<file path="src/rtl/text_console_writer_pkg.sv">
// console_pkg: shared constants for the text console writer.
//   - Screen geometry (COLS x ROWS glyphs, 4 glyphs packed per 32-bit word).
//   - VRAM word count and the address of the colour control register
//     that sits directly after the text area and must never be written.
//   - ASCII control codes recognised by the writer.
//   - FSM state encoding and a printable-glyph classifier.
package console_pkg;

  localparam int COLS          = 80;
  localparam int ROWS          = 30;
  localparam int WORDS_PER_ROW = COLS / 4;
  localparam int VRAM_WORDS    = ROWS * WORDS_PER_ROW;
  localparam int CTRL_REG_ADDR = VRAM_WORDS;

  localparam logic [6:0] ASCII_LF = 7'h0A;
  localparam logic [6:0] ASCII_CR = 7'h0D;
  localparam logic [6:0] ASCII_BS = 7'h08;
  localparam logic [6:0] ASCII_FF = 7'h0C;

  typedef enum logic [2:0] {
    ST_IDLE   = 3'd0,
    ST_PUT    = 3'd1,
    ST_SCROLL = 3'd2,
    ST_FILL   = 3'd3,
    ST_CLEAR  = 3'd4
  } state_e;

  // Glyph codes 0x20..0x7E are drawn; everything else is control or ignored.
  function automatic logic is_printable(input logic [6:0] code);
    return (code >= 7'h20) && (code <= 7'h7E);
  endfunction

endpackage

</file>
<file path="src/rtl/text_console_writer_if.sv">
// text_console_writer_if: glyph stream handshake plus the VRAM port.
//   char_valid/char_data/char_ready : glyph stream into the writer
//   vram_re/vram_raddr/vram_rdata   : VRAM read port (data 1 cycle after re)
//   vram_we/vram_waddr/vram_wdata/vram_be : VRAM write port, byte enables
// master = the writer, slave = the producer / VRAM side.
interface text_console_writer_if;

  logic        char_valid;
  logic [7:0]  char_data;
  logic        char_ready;

  logic        vram_re;
  logic [9:0]  vram_raddr;
  logic [31:0] vram_rdata;
  logic        vram_we;
  logic [9:0]  vram_waddr;
  logic [31:0] vram_wdata;
  logic [3:0]  vram_be;

  modport master (
    input  char_valid, char_data, vram_rdata,
    output char_ready, vram_re, vram_raddr, vram_we, vram_waddr, vram_wdata, vram_be
  );

  modport slave (
    output char_valid, char_data, vram_rdata,
    input  char_ready, vram_re, vram_raddr, vram_we, vram_waddr, vram_wdata, vram_be
  );

endinterface

</file>
<file path="src/rtl/text_console_writer_cursor.sv">
// console_cursor: cursor position registers for the text console writer.
//   clk, srst        : clock, synchronous active-high reset (cursor -> 0,0)
//   col_advance      : step right, wrapping to the next row after the last column
//   row_advance      : step down one row
//   carriage_return  : column -> 0 (combined with row_advance for LF)
//   back_space       : column - 1 unless already at column 0
//   home             : cursor -> 0,0
//   x, y             : current column / row
//   wrap_bottom      : a row step is requested while on the last row; the row
//                      stays put and the caller is expected to scroll
module console_cursor
#(
  parameter int COLS = 80,
  parameter int ROWS = 30
) (
  input  logic       clk,
  input  logic       srst,
  input  logic       col_advance,
  input  logic       row_advance,
  input  logic       carriage_return,
  input  logic       back_space,
  input  logic       home,
  output logic [6:0] x,
  output logic [4:0] y,
  output logic       wrap_bottom
);
  import console_pkg::*;

  logic [6:0] x_reg;
  logic [4:0] y_reg;
  logic       col_wrap;
  logic       row_step;
  logic       last_row;

  assign col_wrap    = col_advance && (x_reg == 7'(COLS - 1));
  assign row_step    = row_advance || col_wrap;
  assign last_row    = (y_reg == 5'(ROWS - 1));
  assign wrap_bottom = row_step && last_row;

  always_ff @(posedge clk) begin
    if (srst || home) begin
      x_reg <= 7'd0;
      y_reg <= 5'd0;
    end else begin
      if (carriage_return || col_wrap)
        x_reg <= 7'd0;
      else if (col_advance)
        x_reg <= x_reg + 7'd1;
      else if (back_space && (x_reg != 7'd0))
        x_reg <= x_reg - 7'd1;

      // On the last row the row index holds; the scroll moves the text instead.
      if (row_step && !last_row)
        y_reg <= y_reg + 5'd1;
    end
  end

  assign x = x_reg;
  assign y = y_reg;

endmodule

</file>
<file path="src/rtl/text_console_writer.sv">
// text_console_writer: turns a stream of 8-bit glyph codes into writes to the
// packed text VRAM (4 glyphs per 32-bit word, COLS/4 words per row).
//   Clk, Reset  : clock, synchronous active-high reset
//   bus         : glyph handshake + VRAM read/write port (master side)
//   cursor_x/y  : current cursor column / row
//   busy        : high whenever the FSM is not idle
// Printable glyphs take one PUT cycle; LF/CR/BS/other codes are handled in
// the accept cycle; FF clears the screen; a row step past the bottom copies
// every row up by one (SCROLL) and blanks the last row (FILL).
module text_console_writer
#(
  parameter int         COLS           = console_pkg::COLS,
  parameter int         ROWS           = console_pkg::ROWS,
  parameter logic [7:0] BLANK          = 8'h20,
  parameter bit         CLEAR_ON_RESET = 1'b1
) (
  input  logic                        Clk,
  input  logic                        Reset,
  text_console_writer_if.master       bus,
  output logic [6:0]                  cursor_x,
  output logic [4:0]                  cursor_y,
  output logic                        busy
);
  import console_pkg::*;

  localparam int WPR          = COLS / 4;
  localparam int WORDS        = ROWS * WPR;
  localparam int SCROLL_WORDS = WORDS - WPR;

  localparam logic [2:0] S_IDLE   = ST_IDLE;
  localparam logic [2:0] S_PUT    = ST_PUT;
  localparam logic [2:0] S_SCROLL = ST_SCROLL;
  localparam logic [2:0] S_FILL   = ST_FILL;
  localparam logic [2:0] S_CLEAR  = ST_CLEAR;

  logic [2:0]  state_reg, state_next;
  logic [9:0]  k_reg, k_next;
  logic [7:0]  glyph_reg;
  logic        accept;
  logic [6:0]  code;
  logic        col_advance, row_advance, carriage_return, back_space, home;
  logic        wrap_bottom;
  logic [9:0]  put_addr;
  logic [3:0]  put_be;
  logic [31:0] put_data;

  assign code           = bus.char_data[6:0];
  assign bus.char_ready = (state_reg == S_IDLE) && !Reset;
  assign accept         = bus.char_valid && bus.char_ready;
  assign busy           = (state_reg != S_IDLE) && !Reset;

  console_cursor #(.COLS(COLS), .ROWS(ROWS)) u_cursor (
    .clk             (Clk),
    .srst            (Reset),
    .col_advance     (col_advance),
    .row_advance     (row_advance),
    .carriage_return (carriage_return),
    .back_space      (back_space),
    .home            (home),
    .x               (cursor_x),
    .y               (cursor_y),
    .wrap_bottom     (wrap_bottom)
  );

  // Cursor commands. Kept apart from the next-state logic because the
  // latter depends on wrap_bottom, which is derived from these commands.
  always_comb begin
    col_advance     = 1'b0;
    row_advance     = 1'b0;
    carriage_return = 1'b0;
    back_space      = 1'b0;
    home            = 1'b0;
    if (state_reg == S_PUT) begin
      col_advance = 1'b1;
    end else if (accept && !is_printable(code)) begin
      case (code)
        ASCII_LF: begin
          carriage_return = 1'b1;
          row_advance     = 1'b1;
        end
        ASCII_CR: carriage_return = 1'b1;
        ASCII_BS: back_space      = 1'b1;
        ASCII_FF: home            = 1'b1;
        default:  ;
      endcase
    end
  end

  // k_reg is the word counter shared by SCROLL, FILL and CLEAR; it is zero
  // on entry to each of them.
  always_comb begin
    state_next = state_reg;
    k_next     = k_reg;
    case (state_reg)
      S_IDLE: begin
        if (accept) begin
          if (is_printable(code))
            state_next = S_PUT;
          else if (code == ASCII_FF)
            state_next = S_CLEAR;
          else if (wrap_bottom)
            state_next = S_SCROLL;
        end
      end
      S_PUT: state_next = wrap_bottom ? S_SCROLL : S_IDLE;
      S_SCROLL: begin
        if (k_reg == 10'(SCROLL_WORDS)) begin
          k_next     = 10'd0;
          state_next = S_FILL;
        end else begin
          k_next = k_reg + 10'd1;
        end
      end
      S_FILL: begin
        if (k_reg == 10'(WPR - 1)) begin
          k_next     = 10'd0;
          state_next = S_IDLE;
        end else begin
          k_next = k_reg + 10'd1;
        end
      end
      S_CLEAR: begin
        if (k_reg == 10'(WORDS - 1)) begin
          k_next     = 10'd0;
          state_next = S_IDLE;
        end else begin
          k_next = k_reg + 10'd1;
        end
      end
      default: begin
        state_next = S_IDLE;
        k_next     = 10'd0;
      end
    endcase
  end

  // Single-glyph write: one byte lane selected by the low column bits.
  assign put_addr = 10'(cursor_y) * 10'(WPR) + 10'(cursor_x[6:2]);

  genvar gi;
  generate
    for (gi = 0; gi < 4; gi++) begin : g_lane
      assign put_be[gi]           = (cursor_x[1:0] == 2'(gi));
      assign put_data[8*gi +: 8]  = (cursor_x[1:0] == 2'(gi)) ? glyph_reg : 8'h00;
    end
  endgenerate

  // VRAM strobes are decoded straight from state so a reset cycle or IDLE
  // can never leak a write. In SCROLL the read for word k+WPR is issued while
  // the word fetched on the previous cycle is written to k-1.
  always_comb begin
    bus.vram_re    = 1'b0;
    bus.vram_raddr = 10'd0;
    bus.vram_we    = 1'b0;
    bus.vram_waddr = 10'd0;
    bus.vram_wdata = 32'd0;
    bus.vram_be    = 4'd0;
    if (!Reset) begin
      case (state_reg)
        S_PUT: begin
          bus.vram_we    = 1'b1;
          bus.vram_waddr = put_addr;
          bus.vram_wdata = put_data;
          bus.vram_be    = put_be;
        end
        S_SCROLL: begin
          if (k_reg < 10'(SCROLL_WORDS)) begin
            bus.vram_re    = 1'b1;
            bus.vram_raddr = k_reg + 10'(WPR);
          end
          if (k_reg != 10'd0) begin
            bus.vram_we    = 1'b1;
            bus.vram_waddr = k_reg - 10'd1;
            bus.vram_wdata = bus.vram_rdata;
            bus.vram_be    = 4'hF;
          end
        end
        S_FILL: begin
          bus.vram_we    = 1'b1;
          bus.vram_waddr = k_reg + 10'(SCROLL_WORDS);
          bus.vram_wdata = {4{BLANK}};
          bus.vram_be    = 4'hF;
        end
        S_CLEAR: begin
          bus.vram_we    = 1'b1;
          bus.vram_waddr = k_reg;
          bus.vram_wdata = {4{BLANK}};
          bus.vram_be    = 4'hF;
        end
        default: ;
      endcase
    end
  end

  always_ff @(posedge Clk) begin
    if (Reset) begin
      state_reg <= CLEAR_ON_RESET ? S_CLEAR : S_IDLE;
      k_reg     <= 10'd0;
      glyph_reg <= 8'd0;
    end else begin
      state_reg <= state_next;
      k_reg     <= k_next;
      // The glyph is captured at acceptance; char_data may change afterwards.
      if (accept)
        glyph_reg <= bus.char_data;
    end
  end

endmodule

</file>
<file path="src/flat_wrapper.sv">
// flat-port wrapper written by rule: the top's interface ports become plain ports
module text_console_writer_flat import console_pkg::*;
#(
  parameter int         COLS           = console_pkg::COLS,
  parameter int         ROWS           = console_pkg::ROWS,
  parameter logic [7:0] BLANK          = 8'h20,
  parameter bit         CLEAR_ON_RESET = 1'b1
)
  (Clk, Reset, cursor_x, cursor_y, busy, bus_char_valid, bus_char_data, bus_vram_rdata, bus_char_ready, bus_vram_re, bus_vram_raddr, bus_vram_we, bus_vram_waddr, bus_vram_wdata, bus_vram_be);
  text_console_writer_if bus_i ();
  input  logic Clk;
  input  logic Reset;
  output logic [6:0] cursor_x;
  output logic [4:0] cursor_y;
  output logic busy;
  input wire logic [$bits(bus_i.char_valid)-1:0] bus_char_valid;
  input wire logic [$bits(bus_i.char_data)-1:0] bus_char_data;
  input wire logic [$bits(bus_i.vram_rdata)-1:0] bus_vram_rdata;
  output wire logic [$bits(bus_i.char_ready)-1:0] bus_char_ready;
  output wire logic [$bits(bus_i.vram_re)-1:0] bus_vram_re;
  output wire logic [$bits(bus_i.vram_raddr)-1:0] bus_vram_raddr;
  output wire logic [$bits(bus_i.vram_we)-1:0] bus_vram_we;
  output wire logic [$bits(bus_i.vram_waddr)-1:0] bus_vram_waddr;
  output wire logic [$bits(bus_i.vram_wdata)-1:0] bus_vram_wdata;
  output wire logic [$bits(bus_i.vram_be)-1:0] bus_vram_be;
  assign bus_i.char_valid = bus_char_valid;
  assign bus_i.char_data = bus_char_data;
  assign bus_i.vram_rdata = bus_vram_rdata;
  assign bus_char_ready = bus_i.char_ready;
  assign bus_vram_re = bus_i.vram_re;
  assign bus_vram_raddr = bus_i.vram_raddr;
  assign bus_vram_we = bus_i.vram_we;
  assign bus_vram_waddr = bus_i.vram_waddr;
  assign bus_vram_wdata = bus_i.vram_wdata;
  assign bus_vram_be = bus_i.vram_be;
  text_console_writer #(.COLS(COLS), .ROWS(ROWS), .BLANK(BLANK), .CLEAR_ON_RESET(CLEAR_ON_RESET)) u_core (.Clk(Clk), .Reset(Reset), .bus(bus_i), .cursor_x(cursor_x), .cursor_y(cursor_y), .busy(busy));
endmodule
</file>
<file path="config.mk">
export PLATFORM = sky130hd
export DESIGN_NAME = text_console_writer_flat
export DESIGN_NICKNAME = d
export VERILOG_FILES = /design/src/rtl/text_console_writer_pkg.sv /design/src/rtl/text_console_writer_if.sv /design/src/rtl/text_console_writer_cursor.sv /design/src/rtl/text_console_writer.sv /design/src/flat_wrapper.sv
export SDC_FILE = /design/constraint.sdc
export NUM_CORES = 1
export LEC_CHECK = 0
export BUFFER_PORTS_ARGS = -buffer_cell sky130_fd_sc_hd__buf_4
export CORE_ASPECT_RATIO = 1.25
export CORE_MARGIN = 10
export CORE_UTILIZATION = 25
export DETAILED_ROUTE_END_ITERATION = 8
export PLACE_DENSITY_LB_ADDON = 0.05
export SLEW_MARGIN = 20
export SYNTH_ARGS = -nofsm -noshare
export SYNTH_HDL_FRONTEND = slang
export SYNTH_SLANG_ARGS = --single-unit
</file>
<file path="constraint.sdc">
create_clock -name Clk -period 4.6 [get_ports Clk]
set_input_delay 0.46 -clock Clk [delete_from_list [all_inputs] [get_ports Clk]]
set_output_delay 0.46 -clock Clk [all_outputs]
set_load 0.01 [all_outputs]
</file>
==> run metrics <==
die area 19,200 sq um; Worst Path Required 4.14 ns; Post-CTS Hold Fix Bufs 0; first-pass GRT wire length around 22,000 microns; PostCTS Resize Cnt 0; Yosys top cell area share 18.8%; DRC violations left 0; worst rel slew slack between 40% and 50%; Peak supply drop roughly 0.00013 V; CP cell instances ha_1 > ha_1 > inv_1 > fa_1 > xnor2_1 > o2111a_1 > and2_1 > mux2i_1 > a31oi_1 > buf_4; Horiz. Die Dim 126 microns; Max Cap Violations 0; Die Y 152 microns; vias about 3,900; Antenna diodes 0; predominant post-synthesis flop cell dfxtp_1; total congestion overflow 0; synth top area cells dfxtp_1 (19%), nor2_1 (9.7%), ha_1 (8.6%); Register Area between 600 and 700 sq um; crit-path max FO 6; Worst Hold Class input pin to flop; crit path kind flop to output port; Critical Path AT about 2.7 ns; port buffer count 114; CP bufs+invs 2; CTS root buf clkbuf_16; Fin Setup TNS 0 ns; WL met3 about 600 microns; largest family of logic cells by synthesized area simple AND/OR/NAND/NOR gates; Max Freq between 300 and 400 MHz; Synth Area in XOR/XNOR under 10%; Tot GR Track Use between 10% and 20%; Post-synth top cells nor2_1 (91), dfxtp_1 (33), a22oi_1 (30); Clock Tree Buf Depth 2; First-pass DRT Iterations 5; post-synthesis sequential area ratio approximately a fifth; nets 645; synth-to-layout area growth 31.5%; cell area after synthesis roughly 3500 sq um; ys async rst share 0%; Initial DRC Count 220; RSZ-0062 raised after global routing false; dpl cell area 4470 sq um; post-route cell area 4610 sq um; vias per cell approximately 5.2; pre-CTS setup slack roughly 1.7 ns; final setup fails 0; layout cells sized above 1 around a quarter; Yosys warning count 0; crit-path max cell delay 0.39 ns; Post-Synth Simple-Gate Area roughly 28%; crit start category flop; core area around 14,000 sq um; crit-path most repeated cell ha_1; initial antenna violation count 0; num ports between 100 and 150; GP Congestion 0.821; Max Slew Vio Count 0; Leak between 1.5 and 2 nW; Crit. End Element output port; met1 wire length roughly 5900 microns; max reg flops 10; syn avg cell area just over 7 sq um; Avg WL per Cell about 19 microns; Crit-path slowest cell dfxtp_1; Routed Antenna Nets 0; Worst-path clk slew 0.06 ns; Post-Route WL roughly 14,000 microns; worst skew pair latency 0.29 ns; Slew @ Worst Pin 0.756 ns; Synth Area in Compound Gates a little over a quarter; post-synth cell types 65; Pwr per Cell Area about 160 nW/um^2; Tcrit/Tclk final roughly 69%; starting density of the core between 20% and 30%; Post-synth EDFFs 0; post-synthesis mux area share approximately 3.5%; # clock sinks 33; run status finished clean; final hold vios 0; Fillers between 1,500 and 2,000; Mapped Cells roughly 500; CTS tree yes; Yosys top cell by area dfxtp_1; Net Count, Synth 557; CP delay by family, top adder cells; pin count of the biggest net entering global routing 48; row cnt 48; H-Tree Depth 2; Power Total between 0.7 and 0.8 mW; number of setup buffers added after CTS 0; vias in the first global route between 3,000 and 4,000; Met2 Wirelength between 7000 and 8000 microns; area share of fa/ha/maj cells after synthesis 10.3%; CTS buffer count 5; DR top layer met4; area occupied by multi-input gates 2650 sq um; worst setup slack after layout 1.44 ns; Seq cells post-synth 33; Final Critical Period 3.16 ns; Max Clock Skew 0.00646 ns; Final HPWL DP approximately 11,000 microns; count leader, synth nor2_1
[path summary, 6_finish.rpt]
path	from	end	slack [ns]	depth (start not counted)
max	u_core.u_cursor.y[3]	bus_vram_waddr[8]	1.44	10
min	bus_char_data[7]	u_core.glyph_reg[7]	0.37	3
max reg2reg	u_core.state_reg[0]	u_core.u_cursor.x[6]	1.88	7
min reg2reg	u_core.glyph_reg[6]	u_core.glyph_reg[6]	0.54	2
[layer usage]
| metal | track usage [%] | vias to the layer above |
|---|---|---|
| met5 | 0 | - |
| met4 | 4.51 | 0 |
| met3 | 2.65 | 18 |
| met2 | 24.6 | 93 |
| met1 | 16.6 | 1842 |
| li1 | - | 1930 |
[area by class of cell]
cell class              instances  area share [%]
clock buffers                   5            2.71
clock inverters                 3           0.380
inverters                      19            1.55
multi-input cells             400            57.4
flip-flops and latches         33            14.3
well taps                     175            4.75
repair buffers                116            18.9
[through the flow]
step | instances | hold WS (ns) | utilization (%)
final | 751 | 0.369 | 33.4
after global routing | 751 | 0.413 | 33.4
after CTS | 751 | 0.365 | 33.4
after detailed placement | 743 | 0.537 | 32.4
after global placement | 743 | 0.533 | 32.4
after floorplan | 487 | 0.487 | -
[power breakdown]
| group | switching [mW] | internal [mW] |
|---|---|---|
| sequential | 0.00538 | 0.288 |
| combinational | 0.0533 | 0.0484 |
| clock | 0.139 | 0.199 |
[worst reg2reg max path: cells and delay by family, from the launching register on]
kind / cells / cell delay, ns
fa+ha+maj: 1 / 0.50
compound gates: 3 / 0.57
mux: 2 / 0.44
simple gates: 1 / 0.60
flops: 1 / 0.56
[placed cells by master, fill, tap and decap left out, types with 4 or more instances in the layout]
master,count
a211oi_1,6
a21o_1,4
a21oi_1,19
a221oi_1,5
a22oi_1,30
a31oi_1,8
and3_1,4
buf_4,116
clkbuf_16,5
dfxtp_1,33
ha_1,24
inv_1,18
mux2i_1,10
nand2_1,29
nand2b_1,12
nand3_1,10
nand3b_1,5
nor2_1,90
nor2b_1,5
nor3_1,13
o211ai_1,5
o21ai_0,27
o21bai_1,4
or2_2,4
or4_1,4
xnor2_1,19
xor2_1,7
[logic make-up after synthesis]
logic type      after synthesis
flops                        33
buf+inv                      54
compound gates              135
mux                          12
simple gates                200
fa+ha+maj                    27
xor+xnor                     26
No activity file was read; power rests on OpenSTA's default activity.
